$ cat config.mk
export PLATFORM = sky130hd
export DESIGN_NAME = mr_wb_arb
export DESIGN_NICKNAME = d
export VERILOG_FILES = /design/src/rtl/mr_wb_arb_pkg.sv /design/src/rtl/mr_wb_slot.sv /design/src/rtl/mr_wb_arb.sv
export SDC_FILE = /design/constraint.sdc
export NUM_CORES = 1
export LEC_CHECK = 0
export BUFFER_PORTS_ARGS = -buffer_cell sky130_fd_sc_hd__buf_2
export CAP_MARGIN = 20
export CELL_PAD_IN_SITES_DETAIL_PLACEMENT = 0
export CELL_PAD_IN_SITES_GLOBAL_PLACEMENT = 1
export CORE_ASPECT_RATIO = 1.2
export CORE_MARGIN = 4
export CORE_UTILIZATION = 43
export DETAILED_ROUTE_END_ITERATION = 10
export PLACE_DENSITY = 0.91
export SYNTH_ARGS = -nofsm -noshare
export SYNTH_HDL_FRONTEND = slang
export SYNTH_SLANG_ARGS = --single-unit
$ cat constraint.sdc
create_clock -name clk -period 2.4 [get_ports clk]
set_input_delay 0.24 -clock clk [delete_from_list [all_inputs] [get_ports clk]]
set_output_delay 0.24 -clock clk [all_outputs]
set_load 0.05 [all_outputs]
$ cat src/rtl/mr_wb_arb_pkg.sv
// Shared writeback types: source tags and the holding-entry bundle.
// Reused by the arbiter and by the LSU/MEM stages.
package mr_wb_arb_pkg;

  localparam int WB_XLEN        = 32;
  localparam int WB_REGSEL_BITS = 5;

  typedef enum logic [1:0] {
    WBSRC_NONE = 2'd0,
    WBSRC_ALU  = 2'd1,
    WBSRC_MEM  = 2'd2
  } e_wb_src;

  typedef struct packed {
    logic [WB_REGSEL_BITS-1:0] rd;
    logic [WB_XLEN-1:0]        val;
    logic                      jmp;
  } wb_entry_t;

  // x0 is hardwired; such entries never strobe the regfile
  function automatic logic wb_writes_rf(input wb_entry_t e);
    return e.rd != '0;
  endfunction

endpackage

$ cat src/rtl/mr_wb_slot.sv
// One-entry writeback holding register with capture/clear/ready.
// Ready depends only on registered state and the grant.
module mr_wb_slot
  import mr_wb_arb_pkg::*;
(
  input  logic      clk,
  input  logic      rst,
  input  logic      valid,
  input  logic      grant,
  input  wb_entry_t din,
  output logic      ready,
  output logic      full,
  output logic      full_nxt,
  output logic      cap_new,
  output wb_entry_t q
);

  logic capture;

  assign ready    = !full | grant;
  assign capture  = valid & ready;
  assign cap_new  = valid & !full;
  assign full_nxt = capture | (full & !grant);

  always_ff @(posedge clk or negedge rst) begin
    if (!rst) begin
      full <= 1'b0;
      q    <= '0;
    end else begin
      full <= full_nxt;
      if (capture) begin
        q <= din;
      end
    end
  end

endmodule

$ cat src/rtl/mr_wb_arb.sv
// Writeback arbiter: ALU vs load-return onto the single regfile port.
// Optional MR_WB_PERF_EN adds conflict / forced-grant counters.
module mr_wb_arb
  import mr_wb_arb_pkg::*;
#(
  parameter int XLEN        = 32,
  parameter int REGSEL_BITS = 5,
  parameter int STARVE_MAX  = 3
) (
  input  logic                   clk,
  input  logic                   rst,
  input  logic                   alu_wb_valid,
  output logic                   alu_wb_ready,
  input  logic [REGSEL_BITS-1:0] alu_wb_reg,
  input  logic [XLEN-1:0]        alu_wb_val,
  input  logic                   alu_wb_jmp,
  input  logic                   mem_wb_valid,
  output logic                   mem_wb_ready,
  input  logic [REGSEL_BITS-1:0] mem_wb_reg,
  input  logic [XLEN-1:0]        mem_wb_val,
  output logic                   wb_valid,
  output logic [REGSEL_BITS-1:0] wb_reg,
  output logic [XLEN-1:0]        wb_val,
  output logic                   jmp_done
`ifdef MR_WB_PERF_EN
  ,
  output logic [31:0]            perf_conflict_cnt,
  output logic [31:0]            perf_starve_cnt
`endif
);

  localparam int SW =
    (STARVE_MAX < 2) ? 1 : $clog2(STARVE_MAX + 1);
  localparam logic [SW-1:0] STARVE_LIM = SW'(STARVE_MAX);

  wb_entry_t alu_in;
  wb_entry_t mem_in;
  wb_entry_t alu_q;
  wb_entry_t mem_q;
  wb_entry_t win;
  e_wb_src   sel;

  logic alu_full;
  logic mem_full;
  logic alu_full_nxt;
  logic mem_full_nxt;
  logic alu_new;
  logic mem_new;
  logic grant_alu;
  logic grant_mem;
  logic force_alu;
  logic alu_older;
  logic [SW-1:0] starve;

  assign alu_in = '{rd: alu_wb_reg,
                    val: alu_wb_val,
                    jmp: alu_wb_jmp};
  assign mem_in = '{rd: mem_wb_reg,
                    val: mem_wb_val,
                    jmp: 1'b0};

  mr_wb_slot u_alu_slot (
    .clk      (clk),
    .rst      (rst),
    .valid    (alu_wb_valid),
    .grant    (grant_alu),
    .din      (alu_in),
    .ready    (alu_wb_ready),
    .full     (alu_full),
    .full_nxt (alu_full_nxt),
    .cap_new  (alu_new),
    .q        (alu_q)
  );

  mr_wb_slot u_mem_slot (
    .clk      (clk),
    .rst      (rst),
    .valid    (mem_wb_valid),
    .grant    (grant_mem),
    .din      (mem_in),
    .ready    (mem_wb_ready),
    .full     (mem_full),
    .full_nxt (mem_full_nxt),
    .cap_new  (mem_new),
    .q        (mem_q)
  );

  // Same destination never reorders: keeps the older write first
  assign force_alu = alu_full && mem_full
                  && (starve == STARVE_LIM)
                  && (alu_q.rd != mem_q.rd);

  assign grant_alu = alu_full
                  && (!mem_full || alu_older || force_alu);
  assign grant_mem = mem_full && !grant_alu;

  always_comb begin
    sel = WBSRC_NONE;
    win = '0;
    unique case (1'b1)
      grant_alu: begin
        sel = WBSRC_ALU;
        win = alu_q;
      end
      grant_mem: begin
        sel = WBSRC_MEM;
        win = mem_q;
      end
      default: ;
    endcase
  end

  // Age tracks fresh arrivals only; a refill keeps its slot's age
  always_ff @(posedge clk or negedge rst) begin
    if (!rst) begin
      alu_older <= 1'b0;
    end else if (alu_new && mem_full_nxt) begin
      alu_older <= 1'b0;
    end else if (mem_new && alu_full_nxt) begin
      alu_older <= 1'b1;
    end
  end

  always_ff @(posedge clk or negedge rst) begin
    if (!rst) begin
      starve <= '0;
    end else if (grant_alu || !alu_full) begin
      starve <= '0;
    end else if (grant_mem && starve != STARVE_LIM) begin
      starve <= starve + 1'b1;
    end
  end

  always_ff @(posedge clk or negedge rst) begin
    if (!rst) begin
      wb_valid <= 1'b0;
      wb_reg   <= '0;
      wb_val   <= '0;
      jmp_done <= 1'b0;
    end else begin
      wb_valid <= (sel != WBSRC_NONE)
               && wb_writes_rf(win);
      jmp_done <= (sel == WBSRC_ALU) && win.jmp;
      if (sel != WBSRC_NONE && wb_writes_rf(win)) begin
        wb_reg <= win.rd;
        wb_val <= win.val;
      end
    end
  end

`ifdef MR_WB_PERF_EN
  always_ff @(posedge clk or negedge rst) begin
    if (!rst) begin
      perf_conflict_cnt <= '0;
      perf_starve_cnt   <= '0;
    end else begin
      if (alu_full && mem_full) begin
        perf_conflict_cnt <= perf_conflict_cnt + 32'd1;
      end
      if (force_alu) begin
        perf_starve_cnt <= perf_starve_cnt + 32'd1;
      end
    end
  end
`endif

endmodule

==> metrics <==
GRT Util Overall=between 15 and 20%; Largest delay share family, worst path=compound AO/OA/AOI/OAI gates; Detailed Routing Iterations Pass 1=4; final period utilization=roughly 96%; Synth cell types=38; sequential share of the synthesized area=about three fifths; drt via density=5.26; largest net degree at the start of global routing=48; WHS=between 0.05 and 0.06 ns; ANT nets after route=0; DP Wirelength=just under 8000 microns; area of the multi-input gates=0.00179 sq mm; Die Width=105 microns; synth top area cells=dfrtp_1 61%, mux2_2 10%, mux2_1 6.9%, o221a_2 4.4%, or3_1 4.1%; Fmax=about 0.43 GHz; DR iter-0 viols=roughly 150; CP Class=register to register; initial core utilization=between 40% and 50%; Placed Area=0.00567 sq mm; CP Capture Type=register; final WL=~11,000 microns; critical path fanouts, max=33; Post-synth EDFFs=0; layout cells sized above 1=between 40% and 50%; initial antenna violation count=0; root buf cell=clkbuf_16; post-detailed-route wirelength per cell=~18 microns; Power Density=roughly 1200 mW/mm^2; TritonCTS Buffers=17; post-route cell area=between 0.006 and 0.007 sq mm; CTS H-Tree Depth=4; Vias=between 3,000 and 4,000; worst path required time=between 2 and 3 ns; VDD IR max=about 0.48 mV; most common cell after layout, fill and taps aside=dfrtp_1; status=finished, final reports clean; Async S/R FF share, synth=100%; FF/Latch Area=between 0.002 and 0.003 sq mm; antenna cells=0; Critical Path Max Stage Delay=around 0.41 ns; Filler cells=just over 900; critical path, cell by cell=xor2_1, nor3_2, a31o_2, mux2i_4, inv_2, o221a_2; fin nets=approximately 540; Pleak=~2.8 nW; Yosys reg bits=119; Fin. Hold Viols=0; cells resized by post-CTS repair=0; CP Data Arrival Time=around 2.6 ns; RD Place Congestion=0.838; YS warnings=0; area share of the leading cell type in the synthesized netlist=between 60% and 70%; CTS Sinks=approximately 120; Post-Layout Cell Count=about 630; Worst Path Buf+Inv=1; PnR Total Power=around 7.3 mW; Syn-to-layout area delta=26.5%; CORE AREA=0.0111 sq mm; setup TNS=0 ns; commonest cells after routing, fill and taps aside=119 x dfrtp_1, 118 x buf_2, 45 x mux2_2, 32 x or3_1, 30 x mux2_1; final slew viol count=0; Most flops, register=u_alu_slot.q; top flop regs=u_alu_slot.q (38), u_mem_slot.q (37), wb_val (32); cell taking the most area after synthesis=dfrtp_1; Post-Syn Area=roughly 0.0049 sq mm; slowest CP cell=dfrtp_1; total grt overflow=0; die height=125 microns; clk_skew=0.00791 ns; fin crit period=~2.3 ns; clock transition at the registers of the reported paths=about 0.050 ns; worst setup margin=0.0962 ns; Placed Cells=between 500 and 600; Clock Path Buffers=2; fin util=around 56%; Syn Nets=411; Tightest Pin Transition=around 0.66 ns; num rows=42; RSZ-0062 raised after global routing=false; # setup viols final=0; Mapped Cells=331; vias in the first global route=between 3,000 and 4,000; Slew headroom=about 56%; Post-synth top flop=dfrtp_1; MaxCap Viol Count=0; worst hold path type=primary input to register; first-pass GRT wire length=between 15,000 and 20,000 microns; CTS tree=built; post-synthesis area per instance=14.8 sq um; drc violations=0; Top Ports=120; setup slack at placement=between 0.1 and 0.15 ns; IO buf count=~120; Die Area=~0.013 sq mm; Largest register FFs=38; CP Launch Type=register; clk_lat worst skew=roughly 0.4 ns
synth_stat cells, drive strengths merged, types with 2 or more instances:
| master | count |
|---|---|
| dfrtp | 119 |
| mux2 | 75 |
| o221a | 32 |
| or3 | 32 |
| buf | 15 |
| clkbuf | 6 |
| nand2 | 6 |
| a221o | 5 |
| and3 | 5 |
| nor2 | 5 |
| xor2 | 5 |
| nand2b | 3 |
| inv | 2 |
| mux2i | 2 |
| nor2b | 2 |
| nor3 | 2 |
| o21ai | 2 |
power breakdown:
group / leakage (nW) / total, mW / switching, mW / internal [mW]
sequential: 1.38 / 2.81 / 0.307 / 2.50
combinational: 1.14 / 2.24 / 1.48 / 0.760
clock: 0.265 / 2.23 / 0.802 / 1.43
layout make-up:
cell class                      instances  area share (%)
Multi-Input combinational cell        189            28.9
Clock buffer                           25            8.15
Inverter                                2           0.121
Tap cell                              154            3.10
Sequential cell                       119            48.0
Clock inverter                          4           0.323
Timing Repair Buffer                  132            11.5
what timing repair did:
| item | in CTS | in global routing |
|---|---|---|
| hold buffers | 1 | 0 |
| buffers inserted | 0 | 0 |
| hold endpoints to repair | 43 | 0 |
worst paths after layout:
check,startpoint,to,slack [ns],cells past startpoint
setup / recovery,u_alu_slot.q[34]$_DFFE_PN0P_,wb_val[10]$_DFFE_PN0P_,0.1,6
hold / removal,mem_wb_val[20],u_mem_slot.q[21]$_DFFE_PN0P_,0.06,2
setup reg to reg,u_alu_slot.q[34]$_DFFE_PN0P_,wb_val[10]$_DFFE_PN0P_,0.1,6
hold reg to reg,u_mem_slot.q[28]$_DFFE_PN0P_,u_mem_slot.q[28]$_DFFE_PN0P_,0.49,1
max in group asynchronous,rst,u_alu_slot.q[11]$_DFFE_PN0P_,1.19,3
min in group asynchronous,rst,u_mem_slot.q[9]$_DFFE_PN0P_,0.39,2
per-layer routing:
metal / up-vias / GRT usage (%) / wire [microns]
met5: - / 0 / 0
met4: 0 / 8.23 / 239
met3: 20 / 5.05 / 601
met2: 98 / 30.0 / 5730
met1: 1661 / 22.0 / 4760
li1: 1506 / - / -
worst reg2reg max path: stages, from the launching register on:
cell     delay (ns)
dfrtp_1        0.41
xor2_1         0.19
nor3_2         0.28
a31o_2         0.27
mux2i_4        0.35
inv_2          0.33
o221a_2        0.36
logic make-up after synthesis:
| logic type | Yosys count | synth area share (%) |
|---|---|---|
| flops | 119 | 60.7 |
| mux | 77 | 17.9 |
| simple gates | 59 | 7.02 |
| compound gates | 46 | 10.1 |
| buf+inv | 23 | 2.98 |
| xor+xnor | 6 | 1.07 |
| fa+ha+maj | 1 | 0.255 |
Power figures use the tool's default switching activity.
